==> src/rtl/data_cache_pkg.sv <==
`default_nettype none
// ============================================================================
// Package     : data_cache_pkg
// Description : Shared types and helpers for the data-cache miss sequencer.
// Revision    : 1.0 - initial release
// ============================================================================
package data_cache_pkg;

  localparam int DC_LINE_WORDS = 8;

  typedef enum logic [2:0] {
    ST_IDLE    = 3'd0,
    ST_WB_REQ  = 3'd1,
    ST_WB_DATA = 3'd2,
    ST_RF_REQ  = 3'd3,
    ST_RF_DATA = 3'd4,
    ST_DONE    = 3'd5
  } state_t;

  function automatic int unsigned dc_idx_width(input int unsigned line_words);
    return $clog2(line_words);
  endfunction

  // Byte offset inside a line: word index plus two bits of byte-in-word.
  function automatic int unsigned dc_off_width(input int unsigned line_words);
    return $clog2(line_words) + 2;
  endfunction

  function automatic logic [63:0] dc_line_align(input logic [63:0] addr,
                                                input int unsigned off_w);
    return addr & ~((64'd1 << off_w) - 64'd1);
  endfunction

endpackage
`default_nettype wire

==> src/rtl/data_cache_sat_counter.sv <==
`default_nettype none
// ============================================================================
// Module      : data_cache_sat_counter
// Description : Event counter that sticks at all-ones instead of wrapping.
// Revision    : 1.0 - initial release
// ============================================================================
module data_cache_sat_counter #(
  parameter int WIDTH = 32
) (
  input  logic             clk,
  input  logic             rst_n,
  input  logic             inc,
  output logic [WIDTH-1:0] count
);

  logic [WIDTH-1:0] count_q;

  always_ff @(posedge clk or negedge rst_n) begin
    if (!rst_n) begin
      count_q <= '0;
    end else if (inc && (count_q != {WIDTH{1'b1}})) begin
      count_q <= count_q + 1'b1;
    end
  end

  assign count = count_q;

endmodule
`default_nettype wire

==> src/rtl/data_cache_refill_controller.sv <==
`default_nettype none
// ============================================================================
// Module      : data_cache_refill_controller
// Description : Miss sequencer: optional dirty-victim write-back, then a line
//               refill streamed beat by beat into the cache array.
// Revision    : 1.0 - initial release
// ============================================================================
module data_cache_refill_controller
  import data_cache_pkg::*;
#(
  parameter  int ADDR_WIDTH = 32,
  parameter  int DATA_WIDTH = 32,
  parameter  int LINE_WORDS = DC_LINE_WORDS,
  localparam int IDX_W      = dc_idx_width(LINE_WORDS),
  localparam int OFF_W      = dc_off_width(LINE_WORDS)
) (
  input  logic                  clk,
  input  logic                  rst_n,
  // cache array side
  input  logic                  miss_valid,
  input  logic [ADDR_WIDTH-1:0] miss_address,
  input  logic                  miss_dirty,
  input  logic [ADDR_WIDTH-1:0] victim_address,
  input  logic [DATA_WIDTH-1:0] victim_data,
  output logic [IDX_W-1:0]      victim_word_index,
  output logic                  refill_write_enable,
  output logic [IDX_W-1:0]      refill_word_index,
  output logic [DATA_WIDTH-1:0] refill_data,
  output logic                  refill_done,
  output logic                  cache_ready,
  // memory bus side
  output logic                  mem_req_valid,
  input  logic                  mem_req_ready,
  output logic                  mem_req_write,
  output logic [ADDR_WIDTH-1:0] mem_req_address,
  output logic                  mem_write_valid,
  input  logic                  mem_write_ready,
  output logic [DATA_WIDTH-1:0] mem_write_data,
  input  logic                  mem_read_valid,
  input  logic [DATA_WIDTH-1:0] mem_read_data,
  // statistics
  output logic [31:0]           miss_count,
  output logic [31:0]           writeback_count
);

  state_t                  state_q;
  state_t                  state_d;
  logic [IDX_W-1:0]        beat_q;
  logic [IDX_W-1:0]        beat_d;
  logic [ADDR_WIDTH-1:0]   miss_line_q;
  logic [ADDR_WIDTH-1:0]   victim_line_q;
  logic [ADDR_WIDTH-1:0]   miss_line;
  logic [ADDR_WIDTH-1:0]   victim_line;
  logic                    miss_accept;
  logic                    wb_start;
  logic                    last_beat;

  assign miss_accept = (state_q == ST_IDLE) && miss_valid;
  assign wb_start    = miss_accept && miss_dirty;
  assign last_beat   = (beat_q == IDX_W'(LINE_WORDS - 1));

  assign miss_line   = ADDR_WIDTH'(dc_line_align(64'(miss_address), OFF_W));
  assign victim_line = ADDR_WIDTH'(dc_line_align(64'(victim_address), OFF_W));

  always_ff @(posedge clk or negedge rst_n) begin
    if (!rst_n) begin
      state_q <= ST_IDLE;
      beat_q  <= '0;
    end else begin
      state_q <= state_d;
      beat_q  <= beat_d;
    end
  end

  // Both line addresses are captured at miss time so the cache may reuse its
  // lookup port while the bursts run.
  always_ff @(posedge clk or negedge rst_n) begin
    if (!rst_n) begin
      miss_line_q   <= '0;
      victim_line_q <= '0;
    end else if (miss_accept) begin
      miss_line_q   <= miss_line;
      victim_line_q <= victim_line;
    end
  end

  always_comb begin
    state_d             = state_q;
    beat_d              = beat_q;
    cache_ready         = 1'b0;
    victim_word_index   = '0;
    refill_write_enable = 1'b0;
    refill_word_index   = '0;
    refill_data         = '0;
    refill_done         = 1'b0;
    mem_req_valid       = 1'b0;
    mem_req_write       = 1'b0;
    mem_req_address     = '0;
    mem_write_valid     = 1'b0;
    mem_write_data      = '0;

    case (state_q)
      ST_IDLE: begin
        cache_ready = 1'b1;
        if (miss_valid) begin
          state_d = miss_dirty ? ST_WB_REQ : ST_RF_REQ;
        end
      end

      ST_WB_REQ: begin
        mem_req_valid   = 1'b1;
        mem_req_write   = 1'b1;
        mem_req_address = victim_line_q;
        if (mem_req_ready) begin
          state_d = ST_WB_DATA;
          beat_d  = '0;
        end
      end

      ST_WB_DATA: begin
        mem_write_valid   = 1'b1;
        victim_word_index = beat_q;
        mem_write_data    = victim_data;
        if (mem_write_ready) begin
          beat_d = beat_q + 1'b1;
          if (last_beat) begin
            state_d = ST_RF_REQ;
          end
        end
      end

      ST_RF_REQ: begin
        mem_req_valid   = 1'b1;
        mem_req_address = miss_line_q;
        if (mem_req_ready) begin
          state_d = ST_RF_DATA;
          beat_d  = '0;
        end
      end

      // Memory cannot be stalled, so each read beat is written straight through.
      ST_RF_DATA: begin
        if (mem_read_valid) begin
          refill_write_enable = 1'b1;
          refill_word_index   = beat_q;
          refill_data         = mem_read_data;
          beat_d              = beat_q + 1'b1;
          if (last_beat) begin
            state_d = ST_DONE;
          end
        end
      end

      ST_DONE: begin
        refill_done = 1'b1;
        state_d     = ST_IDLE;
      end

      default: begin
        state_d = ST_IDLE;
        beat_d  = '0;
      end
    endcase
  end

  data_cache_sat_counter #(
    .WIDTH (32)
  ) u_miss_counter (
    .clk   (clk),
    .rst_n (rst_n),
    .inc   (miss_accept),
    .count (miss_count)
  );

  data_cache_sat_counter #(
    .WIDTH (32)
  ) u_writeback_counter (
    .clk   (clk),
    .rst_n (rst_n),
    .inc   (wb_start),
    .count (writeback_count)
  );

endmodule
`default_nettype wire
==> config.mk <==
export PLATFORM = sky130hd
export DESIGN_NAME = data_cache_refill_controller
export DESIGN_NICKNAME = d
export VERILOG_FILES = /design/src/rtl/data_cache_pkg.sv /design/src/rtl/data_cache_sat_counter.sv /design/src/rtl/data_cache_refill_controller.sv
export SDC_FILE = /design/constraint.sdc
export NUM_CORES = 1
export LEC_CHECK = 0
export CORE_ASPECT_RATIO = 1.2
export CORE_MARGIN = 4
export CORE_UTILIZATION = 30
export CTS_CLUSTER_DIAMETER = 40
export DETAILED_ROUTE_END_ITERATION = 7
export DONT_BUFFER_PORTS = 1
export GPL_ROUTABILITY_DRIVEN = 0
export GPL_TIMING_DRIVEN = 0
export PLACE_DENSITY_LB_ADDON = 0.12
export RECOVER_POWER = 25
export SLEW_MARGIN = 20
export SYNTH_ARGS = -nofsm -noshare
export SYNTH_HDL_FRONTEND = slang
export SYNTH_HIERARCHICAL = 1
export SYNTH_SLANG_ARGS = --single-unit
export TNS_END_PERCENT = 50
==> constraint.sdc <==
create_clock -name clk -period 2.2 [get_ports clk]
set_input_delay 0.22 -clock clk [delete_from_list [all_inputs] [get_ports clk]]
set_output_delay 0.22 -clock clk [all_outputs]
set_load 0.01 [all_outputs]
After elaboration in Yosys (flattened, before gate mapping)

Cells that the tools add are included.

Flip-flop bits (word level): 124
Input port bits: 135
Word-level logic and storage cells: 62

Add/subtract/negate cells: 3
Equality and inequality tests: 16
Mux-type cells: 27
Bitwise operators: 1
Reduce and logical (&&, ||, !) cells: 9

Operator list:

| kind                                                                   | number |
|---|---|
| 32-bit two-way mux                                                     | 3 |
| 32-bit by 1-bit adder with 32-bit output (second input constant)       | 2 |
| 32-bit != test (second input constant)                                 | 2 |
| 32-bit one-hot mux with 2 select lines                                 | 1 |
| 3-bit two-way mux                                                      | 13 |
| 3-bit one-hot mux with 5 select lines                                  | 1 |
| 2-bit != test (second input constant)                                  | 7 |
| 3-bit one-hot mux with 4 select lines                                  | 1 |
| 3-bit equality test (second input constant)                            | 3 |
| 1-bit two-way mux                                                      | 7 |
| 7-bit AND reduction                                                    | 1 |
| 3-bit by 2-bit equality test with 1-bit output (second input constant) | 2 |
| 1-bit logical AND                                                      | 4 |
| 4-bit AND reduction                                                    | 1 |
| 2-bit OR reduction                                                     | 2 |
| 3-bit by 1-bit adder with 3-bit output (second input constant)         | 1 |
| 3-bit by 1-bit equality test with 1-bit output (second input constant) | 1 |
| 3-bit zero test                                                        | 1 |
| 2-bit two-way mux                                                      | 1 |
| 2-bit by 1-bit != test with 1-bit output (second input constant)       | 1 |
| 1-bit NOT                                                              | 1 |

Logic depth before layout (Yosys ltp)

Gate-level depths: netlist (run 1).

Word-level depth: 4
Gate-level depth with buffers: 10
Gate-level depth less buffers: 7

Cells and area by module

Netlist (run 1), hierarchy kept.

Modules (own cells, without submodules):

| module                       | instances | cells each | area each (µm²) |
|---|---|---|---|
| data_cache_refill_controller | 1         | 311        | 3,418.3 |
| data_cache_sat_counter       | 2         | 151        | 1,624.1 |

Worst setup path before layout (run 1)

No wires, ideal clock.

Path type: flip-flop to flip-flop
Start point: register state_q[2]
End point: register u_writeback_counter.count_q[29] (netlist: u_writeback_counter/count[29])
Setup time: 0.079 ns
Data arrival time: 2.337 ns
Data required time: 2.121 ns
Slack: -0.217 ns
Cell stages (with the launch flop): 11
Path through: dfrtp_1 > buf_4 > nor4b_4 > buf_2 > and2_1 > and3_1 > nor2b_1 > clkbuf_1 > nand4_1 > nor4_2 > xor2_1

Longest elaborated chain between the ends: 4

Ends and longest elaborated chain:

| what                     | RTL line                           | RTL |
|---|---|---|
| start: declaration       | data_cache_refill_controller.sv:46 | `state_t state_q;` |
| start signal: assignment | data_cache_refill_controller.sv:70 | `state_q <= state_d;` |
| 3-bit zero test          | data_cache_refill_controller.sv:58 | `assign miss_accept = (state_q == ST_IDLE) && miss_valid;` |
| 1-bit logical AND        | data_cache_refill_controller.sv:58 |  |
| net miss_accept          | data_cache_refill_controller.sv:54 | `logic miss_accept;` |
| 1-bit logical AND        | data_cache_refill_controller.sv:59 | `assign wb_start = miss_accept && miss_dirty;` |
| net wb_start             | data_cache_refill_controller.sv:55 | `logic wb_start;` |
| 1-bit logical AND        | data_cache_sat_counter.sv:21       | `end else if (inc && (count_q != {WIDTH{1'b1}})) begin` |
| end signal: assignment   | data_cache_sat_counter.sv:22       | `count_q <= count_q + 1'b1;` |
| end: declaration         | data_cache_sat_counter.sv:16       | `logic [WIDTH-1:0] count_q;` |

The timed path passes the listed nets, and every way through them passes these cells.
A chain may end at the register's enable or synchronous reset.

Worst setup path in the final report (run 1)

Start point: register state_q[2]
End point: register u_miss_counter.count_q[30] (netlist: u_miss_counter/count[30])

Longest elaborated chain between the ends: 3

Ends and longest elaborated chain:

| what                   | RTL line |
|---|---|
| 3-bit zero test        | data_cache_refill_controller.sv:58 |
| 1-bit logical AND      | data_cache_refill_controller.sv:58 |
| net miss_accept        | data_cache_refill_controller.sv:54 |
| 1-bit logical AND      | data_cache_sat_counter.sv:21 |
| end signal: assignment | data_cache_sat_counter.sv:22 |
| end: declaration       | data_cache_sat_counter.sv:16 |

The timed path passes the listed nets, and every way through them passes these cells.

==> reports/qor.yml, run 1 <==
routedWlPerCell_um: 20.2
final_core_util_pct: 39.7
cts-root-buf: "clkbuf_16"
fin_hold_ws_ns: -0.507
post-place-ws_ns: -0.379
num_vias: 5158
ys.flop_type: "dfrtp_1"
clkTransAtPathRegs_ns: 0.07
final_nets: 862
max_cap_viol_count: 0
synth_edf_count: 0
cts_max_level: 4
p_total_mw: 9.37
routed_wl_um: 20400
ir_drop_mv: 0.537
crit_buf_inv: 5
period_needed_ns: 2.24
grt_pass1_wl_um: 29600
worstSkewPairLatency_ns: 0.42
drtIter0Drc: 200
worstPathRequired_ns: 2.49
setup_viol: 4
fmax_mhz: 447
grt_pass1_vias: 5307
rows: 59
numPortBuffers: 0
antenna_found_initial: 2
worstMarginPinSlew_ns: 0.603
clock_sinks: 124
synth_cells: 613
initial_core_util_pct: 30.6
ys_seq_elements: 124
cp.arrival_ns: 2.52
cts_buffer_depth: 2
fin_cells: 1011
path_max_fanout: 5
overflow: 0
antenna_left: 0
p_leak_nw: 3.78
hold_viol: 124
worst_path_largest_cell_delay_ns: 0.38
dp_hpwl_um: 14700
die_x_um: 144
status: "complete, but fails checks"
drive_gt1_share_pct: 22.6
numCtsBuffers: 17
clock_skew_ns: 0.0146
hold_path_class: "input pin to asynchronous set/reset pin"
setup_slack_ns: -0.0359
hold_buffers: 55
async_reset_ff_share_pct: 100
critPathKind: "register to register"
pin_count: 307
grt_util_all_layers_pct: 15.6
rsz0062_at_grt: "yes"
cp_slowest_cell: "dfrtp_1"
drv_slew: 0
syn_area_um2: 6670
drc: 0
cp-start-kind: "register"
synth_warnings: 6
syn2layout_area_growth_pct: 29.6
dp.cells: 891
slew_headroom_pct: 59.4
dieHeight_um: 171
vias_per_cell: 5.10
ys_seq_area_share_pct: 46.5
die_area_um2: 24700
crit_top_cell: "buf_6"
syn_avg_cell_area_um2: 10.9
ys_types: 48
crit_chain: "buf_6, nor4b_4, buf_6, buf_6, buf_4, buf_6, nand4_1, nor3_4, nand2_1, xnor2_1"
fillCellCount: 2109
cts_tree: "built"
min_period_over_period_pct: 102
core_region_area_um2: 21800
cp-end-kind: "register"
p_per_area_nw_per_um2: 1080
violations: "hold timing, setup timing"
drt_first_pass_iters: 5
crit_family: "simple AND/OR/NAND/NOR gates"
grt_max_degree: 125
[power breakdown]
group / switching (mW) / internal, mW / total, mW / leakage (nW)
Combinational: 1.67 / 1.46 / 3.13 / 1.92
Sequential: 0.520 / 2.93 / 3.45 / 1.58
Clock: 1.09 / 1.71 / 2.80 / 0.278
[final cells by class]
class / instances / area, um2 / area share, %
plain buffers: 34 / 251 / 2.91
clock buffers: 20 / 447 / 5.17
multi-input cells: 449 / 3500 / 40.5
diodes: 2 / 5.00 / 0.0579
clock inverters: 11 / 136 / 1.58
flip-flops and latches: 124 / 3110 / 36.0
well taps: 274 / 343 / 3.97
repair buffers: 89 / 821 / 9.50
inverters: 8 / 30.0 / 0.347
[cell usage after synthesis (2+ instances only)]
library cell | n | area, um2
mux2_1 | 43 | 484
a31oi_1 | 2 | 12.5
xnor2_1 | 50 | 438
nand2_2 | 2 | 12.5
buf_6 | 7 | 78.8
dfrtp_1 | 124 | 3100
o211ai_1 | 4 | 30.0
nand3_2 | 2 | 20.0
inv_2 | 2 | 7.51
xor2_1 | 10 | 87.6
mux2i_1 | 30 | 300
nor4_2 | 2 | 25.0
inv_1 | 6 | 22.5
or4_4 | 4 | 45.0
nand3_1 | 30 | 150
nand4_2 | 2 | 25.0
nor3_1 | 10 | 50.1
nor4_4 | 2 | 42.5
nor2b_1 | 2 | 12.5
buf_1 | 3 | 11.3
nor4_1 | 8 | 50.1
buf_4 | 9 | 67.6
nand4_1 | 30 | 188
and2_1 | 36 | 225
o31ai_4 | 2 | 42.5
buf_2 | 6 | 30.0
a21oi_1 | 5 | 25.0
clkbuf_1 | 10 | 37.5
mux2_2 | 16 | 180
nand3b_1 | 2 | 15.0
nor3_2 | 4 | 40.0
nor4b_1 | 2 | 17.5
nand2_1 | 35 | 131
ha_1 | 4 | 50.1
and3_1 | 40 | 250
nor2_1 | 48 | 180
and4_1 | 8 | 70.1
[layout by cell type, fill, tap and decap left out, types with 5 or more instances in the layout]
master           n
buf_6           13
nor4_2           6
xnor2_1         50
mux2i_1         30
dfrtp_2          6
inv_1            6
nand2_1         35
and2_1          35
and3_1          38
nor3_1           6
dlygate4sd3_1   55
buf_4           38
clkbuf_2         5
dfrtp_1        118
mux2_1          43
buf_2            7
nor3_4           5
xor2_1          10
nand4_1         30
nand3_1         26
and4_1           8
nor2_1          43
clkbuf_1         5
conb_1           5
clkbuf_16       17
mux2_2          16
[layer usage]
layer  GRT usage, %  wire, um  up-vias
li1               -         -     2392
met1           18.6      8320     2555
met2           26.8     10400      194
met3           5.34      1480       17
met4           4.10       216        0
met5              0         0        -
[worst paths after layout]
check,start,endpoint,slack (ns),cells past startpoint
worst max-delay path,state_q[2],u_miss_counter/count[30],-0.04,10
worst min-delay path,rst_n,u_miss_counter/count[12],-0.51,0
worst max register to register,state_q[2],u_miss_counter/count[30],-0.04,10
worst min register to register,victim_line_q[18],victim_line_q[18],0.48,1
max in group asynchronous,rst_n,miss_line_q[25],2.48,0
min in group clk,miss_dirty,state_q[1],0.06,2
[per-stage QoR]
step	TNS [ns]	area [um2]
3_5_place_dp	-7.79	7030
3_3_place_gp	-7.63	7030
2_1_floorplan	0	6690
5_1_grt	-2.00	8640
6_report	-0.0950	8640
4_1_cts	-0.312	8310
[timing repair]
item | 4_1_cts | 5_1_grt
buffers inserted | 11 | 23
gates resized for setup | 19 | 46
endpoints found under the hold margin | 179 | 124
pin swaps | 8 | 27
endpoints found under the setup margin | 90 | 95
[kinds of logic (layout without fill, tap and decap cells)]
kind of cell	after synthesis	count (layout)	share of synthesized area (%)
AO/OA/AOI/OAI	19	19	2.44
XOR/XNOR	60	60	7.88
adder cells (fa/ha/maj)	4	4	0.751
buffers and inverters	44	162	3.90
flip-flops	124	124	46.5
multiplexers	89	89	14.5
other	1	7	0.0563
AND/OR/NAND/NOR	272	272	23.9
[state kept, by name (all words and copies together), names as in the netlist]
| register | count |
|---|---|
| u_miss_counter/count | 32 |
| u_writeback_counter/count | 32 |
| miss_line_q | 27 |
| victim_line_q | 27 |
| beat_q | 3 |
| state_q | 3 |
(Power assumes the default switching activity.)
==> run 2: changes to the inputs <==
--- a/config.mk
+++ b/config.mk
@@ -7,7 +7,7 @@
 export LEC_CHECK = 0
 export CORE_ASPECT_RATIO = 1.2
 export CORE_MARGIN = 4
-export CORE_UTILIZATION = 30
+export CORE_UTILIZATION = 29
 export CTS_CLUSTER_DIAMETER = 40
 export DETAILED_ROUTE_END_ITERATION = 7
 export DONT_BUFFER_PORTS = 1
==> constraint.sdc (replaced) <==
create_clock -name clk -period 2.2 [get_ports clk]
set_input_delay 0.22 -clock clk [delete_from_list [all_inputs] [get_ports clk]]
set_output_delay 0.22 -clock clk [all_outputs]
set_load 0.005 [all_outputs]
==> reports/qor.yml, run 2 (synthesized netlist as in run 1, its figures left out) <==
ir_drop_mv: 0.509  # -5.3%
numPortBuffers: 0  # unchanged
numCtsBuffers: 17  # unchanged
antenna_left: 0  # unchanged
routedWlPerCell_um: 21.3  # +5.4%
hold_path_class: "input pin to asynchronous set/reset pin"
core_region_area_um2: 22500  # +3.4%
setup_viol: 0  # -4
drv_slew: 0  # unchanged
final_common_cell: "dfrtp_1"
num_vias: 5165  # +0.14%
worstPathRequired_ns: 2.54  # +0.05 ns
overflow: 0  # unchanged
clock_skew_ns: 0.0105  # -0.00406 ns
fillCellCount: 2273  # +7.8%
r2r_setup_slack_ns: 0.05  # +0.09 ns
cts-root-buf: "clkbuf_16"
cts_max_level: 4  # unchanged
p_total_mw: 9.34  # -0.31%
min_period_over_period_pct: 97.7  # -3.9 points
fmax_mhz: 465  # +4.0%
hold_viol: 124  # unchanged
antenna_found_initial: 5  # +3
syn2layout_area_growth_pct: 27.9
period_needed_ns: 2.15  # -0.0864 ns
drtIter0Drc: 180  # -10%
fin_hold_ws_ns: -0.499  # +0.00757 ns
clkTransAtPathRegs_ns: 0.06  # about the same
path_max_fanout: 7  # +2
worstMarginPinSlew_ns: 0.543  # -0.0600 ns
routed_wl_um: 21500  # +5.2%
worstSkewPairLatency_ns: 0.41  # about the same
cp.arrival_ns: 2.48  # -0.04 ns
clock_sinks: 124  # unchanged
violations: "hold timing"
critPathKind: "register to register"
post-place-ws_ns: -0.400  # -0.0207 ns
cp-end-kind: "register"
drive_gt1_share_pct: 20.0  # -2.6 points
p_leak_nw: 3.74  # -0.95%
vias_per_cell: 5.12  # +0.33%
final_nets: 852  # -1.2%
grt_pass1_wl_um: 32500  # +9.7%
cts_tree: "built"
status: "complete, but fails checks"
dieHeight_um: 174  # +1.6%
initial_core_util_pct: 29.6  # -1.0 points
rsz0062_at_grt: "yes"
rows: 60  # +1.7%
cp-start-kind: "register"
grt_max_degree: 125  # unchanged
p_per_area_nw_per_um2: 1100  # +1.1%
grt_util_all_layers_pct: 16.5  # +0.87 points
max_cap_viol_count: 0  # unchanged
mostFrequentLayoutCells: "121 x dfrtp_1, 55 x dlygate4sd3_1, 50 x xnor2_1, 47 x nor2_1, 43 x mux2_1"
drt_first_pass_iters: 4  # -1
drc: 0  # unchanged
die_x_um: 146  # +1.6%
pin_count: 307  # unchanged
cts_buffer_depth: 2  # unchanged
die_area_um2: 25500  # +3.3%
slew_headroom_pct: 63.7  # +4.2 points
grt_pass1_vias: 5316  # +0.17%
hold_buffers: 55  # unchanged
setup_slack_ns: 0.0505  # +0.0864 ns
dp_hpwl_um: 15700  # +6.2%
[run 2: changes by cell type in the layout (fill, tap and decap cells not counted), sizes merged]
cell    previous run  this run
buf               60        49
bufinv             2         4
clkbuf            28        26
clkinv             4         2
diode              2         4
inv               11        15
[run 2: power by group]
part / total [mW] / internal (mW) / switching [mW]
Clock: 3.06 / 1.92 / 1.13
Combinational: 2.90 / 1.42 / 1.48
Sequential: 3.39 / 2.93 / 0.466
[run 2: path summary, 6_finish.rpt]
path	startpoint	end	cells past startpoint
setup / recovery	state_q[2]	u_writeback_counter/count[29]	10
hold / removal	rst_n	u_miss_counter/count[13]	0
setup reg to reg	state_q[2]	u_writeback_counter/count[29]	10
hold reg to reg	victim_line_q[23]	victim_line_q[23]	1
max in group asynchronous	rst_n	victim_line_q[11]	0
min in group clk	miss_dirty	state_q[1]	2
[run 2: area by class of cell]
class | count | area (um2) | share of cell area (%)
Buffer | 35 | 255 | 2.99
Antenna cell | 4 | 10.0 | 0.117
Clock buffer | 17 | 425 | 4.99
Sequential cell | 124 | 3110 | 36.4
Tap cell | 279 | 349 | 4.09
Clock inverter | 15 | 209 | 2.45
Inverter | 8 | 30.0 | 0.352
Timing Repair Buffer | 78 | 723 | 8.48
Multi-Input combinational cell | 449 | 3420 | 40.1
[run 2: per-layer routing]
metal / wire length, um / track usage [%] / up-vias
met3: 1610 / 5.89 / 35
met4: 862 / 7.88 / 0
met5: 0 / 0 / -
met1: 8260 / 18.4 / 2524
met2: 10700 / 27.8 / 230
li1: - / - / 2376
[run 2: critical path: stages (launching register included)]
cell and delay, ns:
dfrtp_1 0.37, buf_6 0.13, nor4b_4 0.25, buf_6 0.17, and2_4 0.17, and3_4 0.22
nor2b_4 0.17, buf_8 0.14, nand4_1 0.10, nor4_2 0.19, xor2_1 0.16
[run 2: timing repair]
item,CTS,global route
endpoints found under the hold margin,179,124
setup buffers,8,15
setup endpoints to repair,69,85
resized for setup,20,18
pin swaps,4,10
[run 2: through the flow]
step	cell area (um2)	cells	util, %	setup TNS [ns]
detailed placement	7040	896	31.3	-6.69
global route	8530	1009	37.9	-0.183
finish	8530	1009	37.9	0
floorplan	6690	617	-	0
CTS	8350	990	37.1	-0.0145
global placement	7040	896	31.3	-6.75
==> run 3: changes to the inputs <==
--- a/config.mk
+++ b/config.mk
@@ -15,6 +15,7 @@
 export GPL_TIMING_DRIVEN = 0
 export PLACE_DENSITY_LB_ADDON = 0.12
 export RECOVER_POWER = 25
+export SETUP_SLACK_MARGIN = 0.1
 export SLEW_MARGIN = 20
 export SYNTH_ARGS = -nofsm -noshare
 export SYNTH_HDL_FRONTEND = slang
==> reports/qor.yml, run 3 (synthesized netlist as in run 1, its figures left out) <==
final_common_cell: "dfrtp_1"
overflow: 0  # unchanged
core_region_area_um2: 22500  # unchanged
numPortBuffers: 0  # unchanged
ir_drop_mv: 0.510  # +0.23%
drive_gt1_share_pct: 32.1  # +12 points
max_cap_viol_count: 0  # unchanged
hold_path_class: "input pin to asynchronous set/reset pin"
hold_viol: 124  # unchanged
postPlaceCellArea_um2: 7050  # +0.14%
clock_sinks: 124  # unchanged
slew_headroom_pct: 64.7  # +1.0 points
rows: 60  # unchanged
fin_tns_setup_ns: -0.0101  # -0.0101 ns
period_needed_ns: 2.21  # +0.0605 ns
cp.arrival_ns: 2.51  # +0.03 ns
antenna_left: 0  # unchanged
p_total_mw: 9.55  # +2.2%
min_period_over_period_pct: 100  # +2.8 points
clkTransAtPathRegs_ns: 0.06  # about the same
grt_pass1_wl_um: 33700  # +3.8%
fin_area_um2: 9150  # +7.3%
cts_buffer_depth: 2  # unchanged
worstMarginPinSlew_ns: 0.525  # -0.0175 ns
num_vias: 5274  # +2.1%
cts_max_level: 4  # unchanged
antenna_found_initial: 2  # -3
path_max_fanout: 3  # -4
clock_skew_ns: 0.0101  # -0.000452 ns
grt_max_degree: 125  # unchanged
fin_hold_ws_ns: -0.499  # +0.000610 ns
drc: 0  # unchanged
initial_core_util_pct: 29.6  # unchanged
cts_tree: "built"
syn2layout_area_growth_pct: 37.2
routed_wl_um: 22500  # +4.7%
grt_util_all_layers_pct: 17.0  # +0.57 points
die_area_um2: 25500  # unchanged
cp-end-kind: "register"
vias_per_cell: 5.15  # +0.52%
cp-start-kind: "register"
status: "complete, but fails checks"
critPathKind: "register to register"
pin_count: 307  # unchanged
cts-root-buf: "clkbuf_16"
dp_hpwl_um: 16500  # +5.4%
setup_viol: 1  # +1
drv_slew: 0  # unchanged
fmax_mhz: 452  # -2.7%
dieHeight_um: 174  # unchanged
final_core_util_pct: 40.6  # +2.8 points
violations: "hold timing, setup timing"
setup_slack_ns: -0.0101  # -0.0605 ns
numCtsBuffers: 17  # unchanged
mostFrequentLayoutCells: "113 x dfrtp_1, 55 x dlygate4sd3_1, 46 x xnor2_1, 43 x mux2_1"
fillCellCount: 2212  # -2.7%
worstSkewPairLatency_ns: 0.42  # about the same
die_x_um: 146  # unchanged
hold_buffers: 55  # unchanged
final_nets: 870  # +2.1%
grt_pass1_vias: 5643  # +6.2%
p_per_area_nw_per_um2: 1040  # -4.8%
rsz0062_at_grt: "yes"
drtIter0Drc: 159  # -12%
drt_first_pass_iters: 4  # unchanged
routedWlPerCell_um: 21.9  # +3.0%
p_leak_nw: 3.84  # +2.5%
worstPathRequired_ns: 2.50  # -0.04 ns
## run 3: critical path, cell delays in order, from the launching register on
cell and delay (ns):
dfrtp_1 0.37, clkbuf_8 0.15, nor4b_4 0.30, buf_6 0.15, buf_6 0.11, and3_4 0.22
nor2b_4 0.17, buf_8 0.12, buf_6 0.10, nand3_2 0.08, mux2_4 0.31
## run 3: final cells by class
type                    instances  area (um2)  share of cell area, %
multi-input cells             449        3820                   41.7
flip-flops and latches        124        3120                   34.1
clock buffers                  18         429                   4.69
inverters                       8        30.0                  0.328
well taps                     279         349                   3.82
repair buffers                 95         907                   9.92
plain buffers                  36         332                   3.62
clock inverters                14         160                   1.75
diodes                          2        5.00                 0.0547
## run 3: stage by stage
step,instances,setup slack [ns]
after detailed placement,896,-0.255
after global placement,896,-0.265
after global routing,1025,-0.108
final,1025,-0.0101
after floorplan,617,0.0603
after CTS,1005,-0.0561
## run 3: routing by layer
metal	part of all wire, %	vias to the layer above	track usage (%)
met4	2.2	0	6.51
met3	7.8	30	6.00
met2	56	218	32.4
met1	34	2613	16.7
li1	-	2413	-
met5	0	-	0
## run 3: repair_timing
action | in CTS | in global routing
buffers inserted | 22 | 18
pin swaps | 29 | 69
hold endpoints to repair | 179 | 124
gates resized for setup | 54 | 117
setup endpoints to repair | 122 | 127
## run 3: final timing paths
| kind | startpoint | to | slack [ns] | cells past startpoint |
|---|---|---|---|---|
| min reg2reg | victim_line_q[6] | victim_line_q[6] | 0.48 | 1 |
| max | state_q[1] | u_miss_counter/count[15] | -0.01 | 10 |
| min in group clk | miss_dirty | state_q[1] | 0.04 | 2 |
| max in group asynchronous | rst_n | victim_line_q[8] | 2.53 | 0 |
| max reg2reg | state_q[1] | u_miss_counter/count[15] | -0.01 | 10 |
| min | rst_n | u_miss_counter/count[27] | -0.50 | 0 |
## run 3: power breakdown
part	switching, mW	internal [mW]	total (mW)	leakage [nW]
logic	1.64	1.68	3.32	1.99
clock network	1.12	1.69	2.81	0.275
registers	0.491	2.93	3.42	1.57
total	3.25	6.30	9.55	3.84
